<file path="src/rtl/adc_snapshot_sequencer_if.sv">
// Signal bundle between the snapshot sequencer, its PS/trigger control, the RFDC ADC
// stream and the snapshot BRAM write port. The sequencer uses the slave view.
interface adc_snapshot_sequencer_if #(
  parameter int DATA_WIDTH  = 128,
  parameter int ADDR_WIDTH  = 10,
  parameter int DELAY_WIDTH = 16
);
  logic                   arm_i;
  logic                   abort_i;
  logic [1:0]             trig_src_i;
  logic                   sysref_i;
  logic                   trig_i;
  logic                   trig_ack_o;
  logic [DELAY_WIDTH-1:0] delay_i;
  logic [ADDR_WIDTH-1:0]  length_i;
  logic [DATA_WIDTH-1:0]  s_axis_tdata;
  logic                   s_axis_tvalid;
  logic                   buf_we_o;
  logic [ADDR_WIDTH-1:0]  buf_addr_o;
  logic [DATA_WIDTH-1:0]  buf_data_o;
  logic                   busy_o;
  logic                   done_o;
  logic                   done_ack_i;

  modport slave (
    input  arm_i, abort_i, trig_src_i, sysref_i, trig_i, delay_i, length_i,
           s_axis_tdata, s_axis_tvalid, done_ack_i,
    output trig_ack_o, buf_we_o, buf_addr_o, buf_data_o, busy_o, done_o
  );

  modport master (
    output arm_i, abort_i, trig_src_i, sysref_i, trig_i, delay_i, length_i,
           s_axis_tdata, s_axis_tvalid, done_ack_i,
    input  trig_ack_o, buf_we_o, buf_addr_o, buf_data_o, busy_o, done_o
  );
endinterface

</file>
<file path="src/rtl/adc_snapshot_sequencer.sv">
// Single-shot snapshot sequencer: arm, wait for trigger, hold off, then write LENGTH+1
// valid ADC beats into the snapshot BRAM and hold done until acknowledged.
module adc_snapshot_sequencer #(
  parameter int DATA_WIDTH  = 128,
  parameter int ADDR_WIDTH  = 10,
  parameter int DELAY_WIDTH = 16
) (
  input logic                     aclk,
  input logic                     aresetn,
  adc_snapshot_sequencer_if.slave bus
);

  typedef enum logic [2:0] {IDLE, WAIT_TRIG, HOLDOFF, CAPTURE, DONE} state_t;

  state_t                 state;
  logic                   sysref_q;
  logic [1:0]             src_q;
  logic [DELAY_WIDTH-1:0] delay_q;
  logic [DELAY_WIDTH-1:0] hold_cnt;
  logic [ADDR_WIDTH-1:0]  len_q;
  logic [ADDR_WIDTH-1:0]  wr_cnt;
  logic                   trig_event;

  logic                   trig_ack;
  logic                   buf_we;
  logic [ADDR_WIDTH-1:0]  buf_addr;
  logic [DATA_WIDTH-1:0]  buf_data;
  logic                   busy;
  logic                   done;

  // Reserved source 3 behaves like immediate.
  // NOTE: the default arm assigns trig_event on every path, so no latch is inferred.
  always_comb begin
    case (src_q)
      2'd1:    trig_event = bus.sysref_i & ~sysref_q;
      2'd2:    trig_event = bus.trig_i;
      default: trig_event = 1'b1;
    endcase
  end

  // NOTE: all state uses non-blocking assignments so every register samples pre-edge values.
  always_ff @(posedge aclk or negedge aresetn) begin
    if (!aresetn) begin
      // NOTE: the wide data register is reset too, because every output must read 0 out of reset.
      state    <= IDLE;
      sysref_q <= 1'b0;
      src_q    <= '0;
      delay_q  <= '0;
      hold_cnt <= '0;
      len_q    <= '0;
      wr_cnt   <= '0;
      trig_ack <= 1'b0;
      buf_we   <= 1'b0;
      buf_addr <= '0;
      buf_data <= '0;
      busy     <= 1'b0;
      done     <= 1'b0;
    end else begin
      sysref_q <= bus.sysref_i;
      trig_ack <= 1'b0;
      buf_we   <= 1'b0;

      if (bus.abort_i && state != IDLE) begin
        state <= IDLE;
        busy  <= 1'b0;
        done  <= 1'b0;
      end else begin
        case (state)
          IDLE: begin
            if (bus.arm_i && !bus.abort_i) begin
              src_q   <= bus.trig_src_i;
              delay_q <= bus.delay_i;
              len_q   <= bus.length_i;
              wr_cnt  <= '0;
              busy    <= 1'b1;
              state   <= WAIT_TRIG;
            end
          end
          WAIT_TRIG: begin
            if (trig_event) begin
              trig_ack <= 1'b1;
              if (delay_q == '0) begin
                state <= CAPTURE;
              end else begin
                hold_cnt <= delay_q - DELAY_WIDTH'(1);
                state    <= HOLDOFF;
              end
            end
          end
          HOLDOFF: begin
            if (hold_cnt == '0) state <= CAPTURE;
            else                hold_cnt <= hold_cnt - DELAY_WIDTH'(1);
          end
          CAPTURE: begin
            if (bus.s_axis_tvalid) begin
              buf_we   <= 1'b1;
              buf_addr <= wr_cnt;
              buf_data <= bus.s_axis_tdata;
              wr_cnt   <= wr_cnt + ADDR_WIDTH'(1);
              if (wr_cnt == len_q) begin
                busy  <= 1'b0;
                done  <= 1'b1;
                state <= DONE;
              end
            end
          end
          DONE: begin
            if (bus.done_ack_i) begin
              done  <= 1'b0;
              state <= IDLE;
            end
          end
          default: state <= IDLE;
        endcase
      end
    end
  end

  assign bus.trig_ack_o = trig_ack;
  assign bus.buf_we_o   = buf_we;
  assign bus.buf_addr_o = buf_addr;
  assign bus.buf_data_o = buf_data;
  assign bus.busy_o     = busy;
  assign bus.done_o     = done;

endmodule

</file>
<file path="src/flat_wrapper.sv">
// flat-port wrapper written by rule: the top's interface ports become plain ports
module adc_snapshot_sequencer_flat 
#(
  parameter int DATA_WIDTH  = 128,
  parameter int ADDR_WIDTH  = 10,
  parameter int DELAY_WIDTH = 16
)
  (aclk, aresetn, bus_arm_i, bus_abort_i, bus_trig_src_i, bus_sysref_i, bus_trig_i, bus_delay_i, bus_length_i, bus_s_axis_tdata, bus_s_axis_tvalid, bus_done_ack_i, bus_trig_ack_o, bus_buf_we_o, bus_buf_addr_o, bus_buf_data_o, bus_busy_o, bus_done_o);
  adc_snapshot_sequencer_if #(.DATA_WIDTH(DATA_WIDTH), .ADDR_WIDTH(ADDR_WIDTH), .DELAY_WIDTH(DELAY_WIDTH)) bus_i ();
  input logic aclk;
  input logic aresetn;
  input wire logic [$bits(bus_i.arm_i)-1:0] bus_arm_i;
  input wire logic [$bits(bus_i.abort_i)-1:0] bus_abort_i;
  input wire logic [$bits(bus_i.trig_src_i)-1:0] bus_trig_src_i;
  input wire logic [$bits(bus_i.sysref_i)-1:0] bus_sysref_i;
  input wire logic [$bits(bus_i.trig_i)-1:0] bus_trig_i;
  input wire logic [$bits(bus_i.delay_i)-1:0] bus_delay_i;
  input wire logic [$bits(bus_i.length_i)-1:0] bus_length_i;
  input wire logic [$bits(bus_i.s_axis_tdata)-1:0] bus_s_axis_tdata;
  input wire logic [$bits(bus_i.s_axis_tvalid)-1:0] bus_s_axis_tvalid;
  input wire logic [$bits(bus_i.done_ack_i)-1:0] bus_done_ack_i;
  output wire logic [$bits(bus_i.trig_ack_o)-1:0] bus_trig_ack_o;
  output wire logic [$bits(bus_i.buf_we_o)-1:0] bus_buf_we_o;
  output wire logic [$bits(bus_i.buf_addr_o)-1:0] bus_buf_addr_o;
  output wire logic [$bits(bus_i.buf_data_o)-1:0] bus_buf_data_o;
  output wire logic [$bits(bus_i.busy_o)-1:0] bus_busy_o;
  output wire logic [$bits(bus_i.done_o)-1:0] bus_done_o;
  assign bus_i.arm_i = bus_arm_i;
  assign bus_i.abort_i = bus_abort_i;
  assign bus_i.trig_src_i = bus_trig_src_i;
  assign bus_i.sysref_i = bus_sysref_i;
  assign bus_i.trig_i = bus_trig_i;
  assign bus_i.delay_i = bus_delay_i;
  assign bus_i.length_i = bus_length_i;
  assign bus_i.s_axis_tdata = bus_s_axis_tdata;
  assign bus_i.s_axis_tvalid = bus_s_axis_tvalid;
  assign bus_i.done_ack_i = bus_done_ack_i;
  assign bus_trig_ack_o = bus_i.trig_ack_o;
  assign bus_buf_we_o = bus_i.buf_we_o;
  assign bus_buf_addr_o = bus_i.buf_addr_o;
  assign bus_buf_data_o = bus_i.buf_data_o;
  assign bus_busy_o = bus_i.busy_o;
  assign bus_done_o = bus_i.done_o;
  adc_snapshot_sequencer #(.DATA_WIDTH(DATA_WIDTH), .ADDR_WIDTH(ADDR_WIDTH), .DELAY_WIDTH(DELAY_WIDTH)) u_core (.aclk(aclk), .aresetn(aresetn), .bus(bus_i));
endmodule
</file>
<file path="config.mk">
export PLATFORM = sky130hd
export DESIGN_NAME = adc_snapshot_sequencer_flat
export DESIGN_NICKNAME = d
export VERILOG_FILES = /design/src/rtl/adc_snapshot_sequencer_if.sv /design/src/rtl/adc_snapshot_sequencer.sv /design/src/flat_wrapper.sv
export SDC_FILE = /design/constraint.sdc
export NUM_CORES = 1
export LEC_CHECK = 0
export CORE_UTILIZATION = 47
export CTS_BUF_LIST = sky130_fd_sc_hd__clkbuf_4
export CTS_CLUSTER_SIZE = 40
export DETAILED_ROUTE_END_ITERATION = 10
export GPL_TIMING_DRIVEN = 0
export PLACE_DENSITY = 0.86
export SKIP_LAST_GASP = 1
export SLEW_MARGIN = 20
export SYNTH_ARGS = -nofsm -noshare
export SYNTH_HDL_FRONTEND = slang
export SYNTH_SLANG_ARGS = --single-unit
</file>
<file path="constraint.sdc">
create_clock -name aclk -period 4.3 [get_ports aclk]
set_clock_uncertainty 0.1 [all_clocks]
set_input_delay 1.29 -clock aclk [delete_from_list [all_inputs] [get_ports aclk]]
set_output_delay 1.29 -clock aclk [all_outputs]
set_load 0.02 [all_outputs]
</file>
======== Word level (Yosys, flattened, before mapping) ========
Cells that the tools add are included.
storage, ports and cells
  memory bits (read-only) ................. 0
  register bits ........................... 200
  bits in latches ......................... 0
  logic and storage cells ................. 88
  input port bits ......................... 164
  bits in writable memories ............... 0
  memories ................................ 0
cells by class
  shift-type cells ........................ 0
  bitwise gates (word level) .............. 3
  muxes and demuxes ....................... 33
  reductions and logical operators ........ 18
  multiply operators ...................... 0
  add/subtract/negate cells ............... 3
  order comparisons ....................... 0
  equality and inequality tests ........... 18
  div/mod/pow operators ................... 0
operators with widths
  kind                                                   count
  two-way mux 16 bit                                     3
  zero test 16 bit                                       2
  one-hot mux 16 bit (2 select lines)                    1
  subtractor 16 x 1 -> 16 bit, second input constant     2
  two-way mux 3 bit                                      7
  two-way mux 10 bit                                     2
  one-hot mux 10 bit (2 select lines)                    1
  two-way mux 1 bit                                      15
  one-hot mux 3 bit (5 select lines)                     1
  inequality test 3 x 1 -> 1 bit, second input constant  4
  AND reduction 4 bit                                    3
  adder 10 x 1 -> 10 bit, second input constant          1
  == test 10 bit                                         1
  nonzero test 3 bit                                     3
  == test 3 x 2 -> 1 bit, second input constant          2
  inequality test 2 bit, second input constant           3
  inequality test 3 x 2 -> 1 bit, second input constant  2
  one-hot mux 1 bit (2 select lines)                     3
  AND reduction 3 bit                                    2
  AND reduction 6 bit                                    1
  AND reduction 5 bit                                    1
  inequality test 2 x 1 -> 1 bit, second input constant  2
  nonzero test 2 bit                                     2
  == test 3 x 1 -> 1 bit, second input constant          1
  other kinds (8)                                        10

======== Depth between registers and ports, before layout ========
  depth after elaboration ................. 6
  depth in mapped cells ................... 12
  depth with buffers taken out ............ 8

======== Worst setup path after synthesis ========
OpenSTA, ideal clock, no wires.
  kind .................................... register to register
  start point ............................. register u_core.state[2]
  end point ............................... register u_core.hold_cnt[10]
  cell stages (with the launch flop) ...... 12
  path buffers ............................ 4
  setup slack ............................. 1,211 ps
  data required time ...................... 4,074 ps
  arrival time ............................ 2,863 ps
  cells stage by stage .................... dfrtp_1 -> buf_2 -> or3b_2 -> clkbuf_1 -> clkbuf_1 -> mux2i_1 -> ha_1 -> clkbuf_1 -> inv_1 -> a2111oi_1 -> xor2_1 -> a221o_1
on the way
  longest elaborated chain between the ends .. 4
  elaborated cells between the ends (all ways) .. 11
  classes of those cells .................. 5 x eq/ne; 1 x mux; 1 x bitwise; 4 x reduce/logical
RTL lines
  item                                                         RTL line                      source
  start, declared                                              adc_snapshot_sequencer.sv:15  state_t state;
  start signal, assigned                                       adc_snapshot_sequencer.sv:45  state <= IDLE;
  start signal, assigned                                       adc_snapshot_sequencer.sv:64  state <= IDLE;
  start signal, assigned                                       adc_snapshot_sequencer.sv:76  state <= WAIT_TRIG;
  branches (longest 4 deep; another with AND reduction 5 bit)  -
  end signal, assigned                                         adc_snapshot_sequencer.sv:85  hold_cnt <= delay_q - DELAY_WIDTH'(1);
  end signal, assigned                                         adc_snapshot_sequencer.sv:92  else hold_cnt <= hold_cnt - DELAY_WIDTH'(1);
  end, declared                                                adc_snapshot_sequencer.sv:19  logic [DELAY_WIDTH-1:0] hold_cnt;
Parallel ways; which one is timed is not known.
A chain may end at the register's enable or synchronous reset.

======== Final worst setup path ========
  start point ............................. input port bus_abort_i
  end point ............................... register u_core.buf_data[116] (netlist: u_core.bus.buf_data_o[116])
on the way
  longest elaborated chain between the ends .. 3
RTL lines
  item                           RTL line                      source
  start, declared                flat_wrapper.sv:13            input wire logic [$bits(bus_i.abort_i)-1:0] bus_abort_i;
  logical AND 1 bit              adc_snapshot_sequencer.sv:63  if (bus.abort_i && state != IDLE) begin
  inverter 1 bit (no line)       -
  AND reduction 3 bit (no line)  -
  end signal, assigned           adc_snapshot_sequencer.sv:98  buf_data <= bus.s_axis_tdata;
  end, declared                  adc_snapshot_sequencer.sv:27  logic [DATA_WIDTH-1:0] buf_data;
No other way between the ends.

==> reports/metrics.cfg <==
[grt]
grt_pass1_vias = 7726
grt_overflow = 0
grt_pass1_wl_um = 40900
antenna_found_initial = 3
track_usage_pct = 29.0
grt_max_degree = 88

[cells_and_area]
syn2layout_area_growth_pct = 42.5
fillCellCount = 1418
drive_above_1_share_pct = 6.25
final_area_um2 = 12300
layout.nets = 1437

[worst_setup_path]
cp.arrival_ns = 4.19
cpPeakStageDelay_ns = 0.56
crit_fanout = 10
crit_required_ns = 4.73
cp-start-kind = input pin
worstSetupPathType = in2reg
cp_top_family = buffers and inverters
crit_chain = clkdlybuf4s50_1 > or2_1 > clkbuf_1 > nor2_1 > nand2_1 > inv_1 > clkbuf_1 > clkbuf_1 > nand2_1 > nand2_1
end_kind = register
crit_slowest_cell = clkbuf_1
path_buf_inv = 5

[logic_synthesis]
ys_warn_count = 0
postSynthAreaPerCell_um2 = 9.16
synth-main-ff-cell = dfrtp_1
ys_seq_area_share_pct = 57.9
synth_cell_type_count = 57
synth_edf_count = 0
syn_inst = 943
synthArstFlopShare_pct = 100
syn-num-nets = 1111
ys_ff_latch = 200
syn_area_um2 = 8640

[place]
hpwl_um = 20000
gp_congestion = 0.909
port_buffers = 305
placed_cell_area_um2 = 12000
pre_cts_slack_ns = -0.0427

[drt]
wl_met3_um = 2340
drt-total-wl_um = 26500
drc_errors = 0
wl_per_cell_um = 17.5
m1WireLength_um = 10000
viasPerCell = 5.14
wl_met2_um = 13500
drt-initial-drc-count = 513
vias = 7777
top_layer_used = met4
drtAntennaViolNets = 0
drtPass1Iterations = 6

[timing]
finalCritPeriodShare_pct = 87.3
fmax_ghz = 0.266
report.final.slew_viol_count = 0
setup_ws_ns = 0.546
holdWs_ns = 0.395
period_needed_ns = 3.75
finalSetupViolations = 0
hold_violations = 0
worst_pin_slew_ns = 0.725
slew_headroom_pct = 51.3
rsz0062_at_grt = no

[power]
swShare_pct = 40.1
vdd_drop_max_mv = 0.379
clkPwrFrac_pct = 13.9
pwr-share-comb_pct = 43.5
power_leakage_nw = 5.75
p_per_area_nw_per_um2 = 577
p_switching_mw = 2.85
p_int_mw = 4.26
seqPwrFrac_pct = 42.7

[flow_run]
cap_violations = 0

[clocking]
cts_tree = built
clk_path_buf_depth = 2
htreeDepth = 4
clock-sinks = 200
cts_setup_buffers = 0
cts-resized-gates = 0
cts_hold_buf = 0
cts_root_buffer = clkbuf_4
cts_buffers = 17
worstSkewPairLatency_ns = 0.58
clk_pin_slew_worst_paths_ns = 0.16

[min_path]
worstHoldPathType = reg2reg

[floorplanning]
start_util_pct = 48.1
die_area_um2 = 18900
ios = 306
core_area_um2 = 18000
dieWidth_um = 138
die_h_um = 138
rows = 49

[run_status]
outcome = completed

==> power by group through the flow <==
stage | registers [mW] | logic (mW) | clock network [mW]
floorplan | 3.46 | 1.15 | 0
global placement | 3.03 | 3.01 | 0
detailed placement | 3.05 | 3.08 | 0
CTS | 3.02 | 3.09 | 1.01
global route | 3.11 | 3.34 | 1.08
finish | 3.03 | 3.09 | 0.985
==> placed cells by master (no fill, tap or decap), types with 12 or more instances in the layout <==
| master | n |
|---|---|
| clkdlybuf4s50_1 | 304 |
| o21ai_0 | 22 |
| xnor2_1 | 12 |
| nand2_1 | 435 |
| dfrtp_1 | 200 |
| a21oi_1 | 26 |
| clkbuf_1 | 41 |
| nor3_1 | 14 |
| clkbuf_4 | 17 |
| mux2_2 | 29 |
| nor2_1 | 32 |
==> worst register-to-register path, cell delays in order, from the launching register on <==
cell and delay [ns]:
dfrtp_1 0.40, buf_2 0.17, or3b_2 0.50, clkbuf_1 0.27, clkbuf_1 0.31, mux2i_1 0.26, ha_1 0.18, clkbuf_1 0.35
inv_1 0.22, a2111oi_1 0.40, xor2_1 0.12, a221o_1 0.37
==> flip-flops by register name, summed over array words and instances (netlist names) <==
name and count:
u_core.src_q 2, u_core.bus.buf_addr_o 10, u_core.bus.buf_we_o 1, u_core.len_q 10
u_core.delay_q 16, u_core.sysref_q 1, u_core.bus.busy_o 1, u_core.wr_cnt 10
u_core.bus.buf_data_o 128, u_core.state 3, u_core.hold_cnt 16, u_core.bus.trig_ack_o 1
u_core.bus.done_o 1
==> path summary, 6_finish.rpt <==
| path | endpoint | slack, ns | cells past startpoint | start |
|---|---|---|---|---|
| max | u_core.bus.buf_data_o[116] | 0.55 | 10 | bus_abort_i |
| min | u_core.bus.buf_data_o[26] | 0.39 | 2 | u_core.bus.buf_data_o[26] |
| max reg2reg | u_core.hold_cnt[10] | 0.58 | 11 | u_core.state[2] |
| min reg2reg | u_core.bus.buf_data_o[26] | 0.39 | 2 | u_core.bus.buf_data_o[26] |
| max in group asynchronous | u_core.bus.buf_data_o[106] | 2.52 | 3 | aresetn |
| min in group asynchronous | u_core.bus.trig_ack_o | 0.45 | 1 | aresetn |
==> synthesized netlist by cell type, drive strengths merged, types with 2 or more instances <==
library cell	instances	share of area [%]
or4	7	0.70
nor3b	2	0.23
xnor2	12	1.2
nand3	10	0.58
or3	5	0.36
a211oi	2	0.17
inv	10	0.43
buf	7	0.49
o2bb2a	2	0.23
clkbuf	41	1.8
and3	6	0.49
a21oi	26	1.5
nand3b	4	0.35
nand2	435	19
nor3	16	1.0
nand4	8	0.58
o2bb2ai	2	0.20
nor2	33	1.5
o31ai	4	0.35
nand2b	5	0.36
o22ai	4	0.29
or3b	2	0.20
o21ai	24	1.4
o211ai	3	0.26
mux2i	5	0.58
mux2	29	3.8
dfrtp	200	58
ha	4	0.58
a2111oi	4	0.45
nor4	9	0.90
xor2	7	0.71
a31oi	3	0.22
==> routing by layer <==
metal / global-route usage, % / up-vias
li1: - / 3730
met1: 33.9 / 3732
met2: 48.0 / 269
met3: 11.3 / 46
met4: 10.6 / 0
met5: 0 / -
==> per-stage QoR <==
stage	cells	utilization (%)	power [mW]	TNS (ns)
finish	1513	68.5	7.11	0
CTS	1510	68.5	7.12	0
detailed placement	1479	67.0	6.13	-0.244
global placement	1477	66.7	6.04	-1316.49
floorplan	943	-	4.61	0
global route	1513	68.5	7.53	0
==> logic make-up (layout without fill, tap and decap cells) <==
family                     after synthesis  in the layout  synth area share, %
other                                    0              3                    0
and+or+nand+nor                        546            546                 26.6
AOI/OAI and AO/OA                       82             82                 5.91
xor gates and xnor gates                19             19                 1.93
muxes                                   34             34                 4.36
adders and majority gates                4              4                0.579
buffers and inverters                   58            396                 2.71
DFF                                    200            200                 57.9
==> area by class of cell <==
cell class	instances	area (um2)	area share, %
Tap cell	229	287	2.33
Clock inverter	14	140	1.14
Timing Repair Buffer	307	3110	25.3
Multi-Input combinational cell	685	3400	27.6
Inverter	10	37.5	0.305
Sequential cell	200	5000	40.7
Buffer	48	196	1.60
Clock buffer	17	128	1.04
Antenna cell	3	7.51	0.0610
Note: power is estimated with default switching activity, not from simulation.
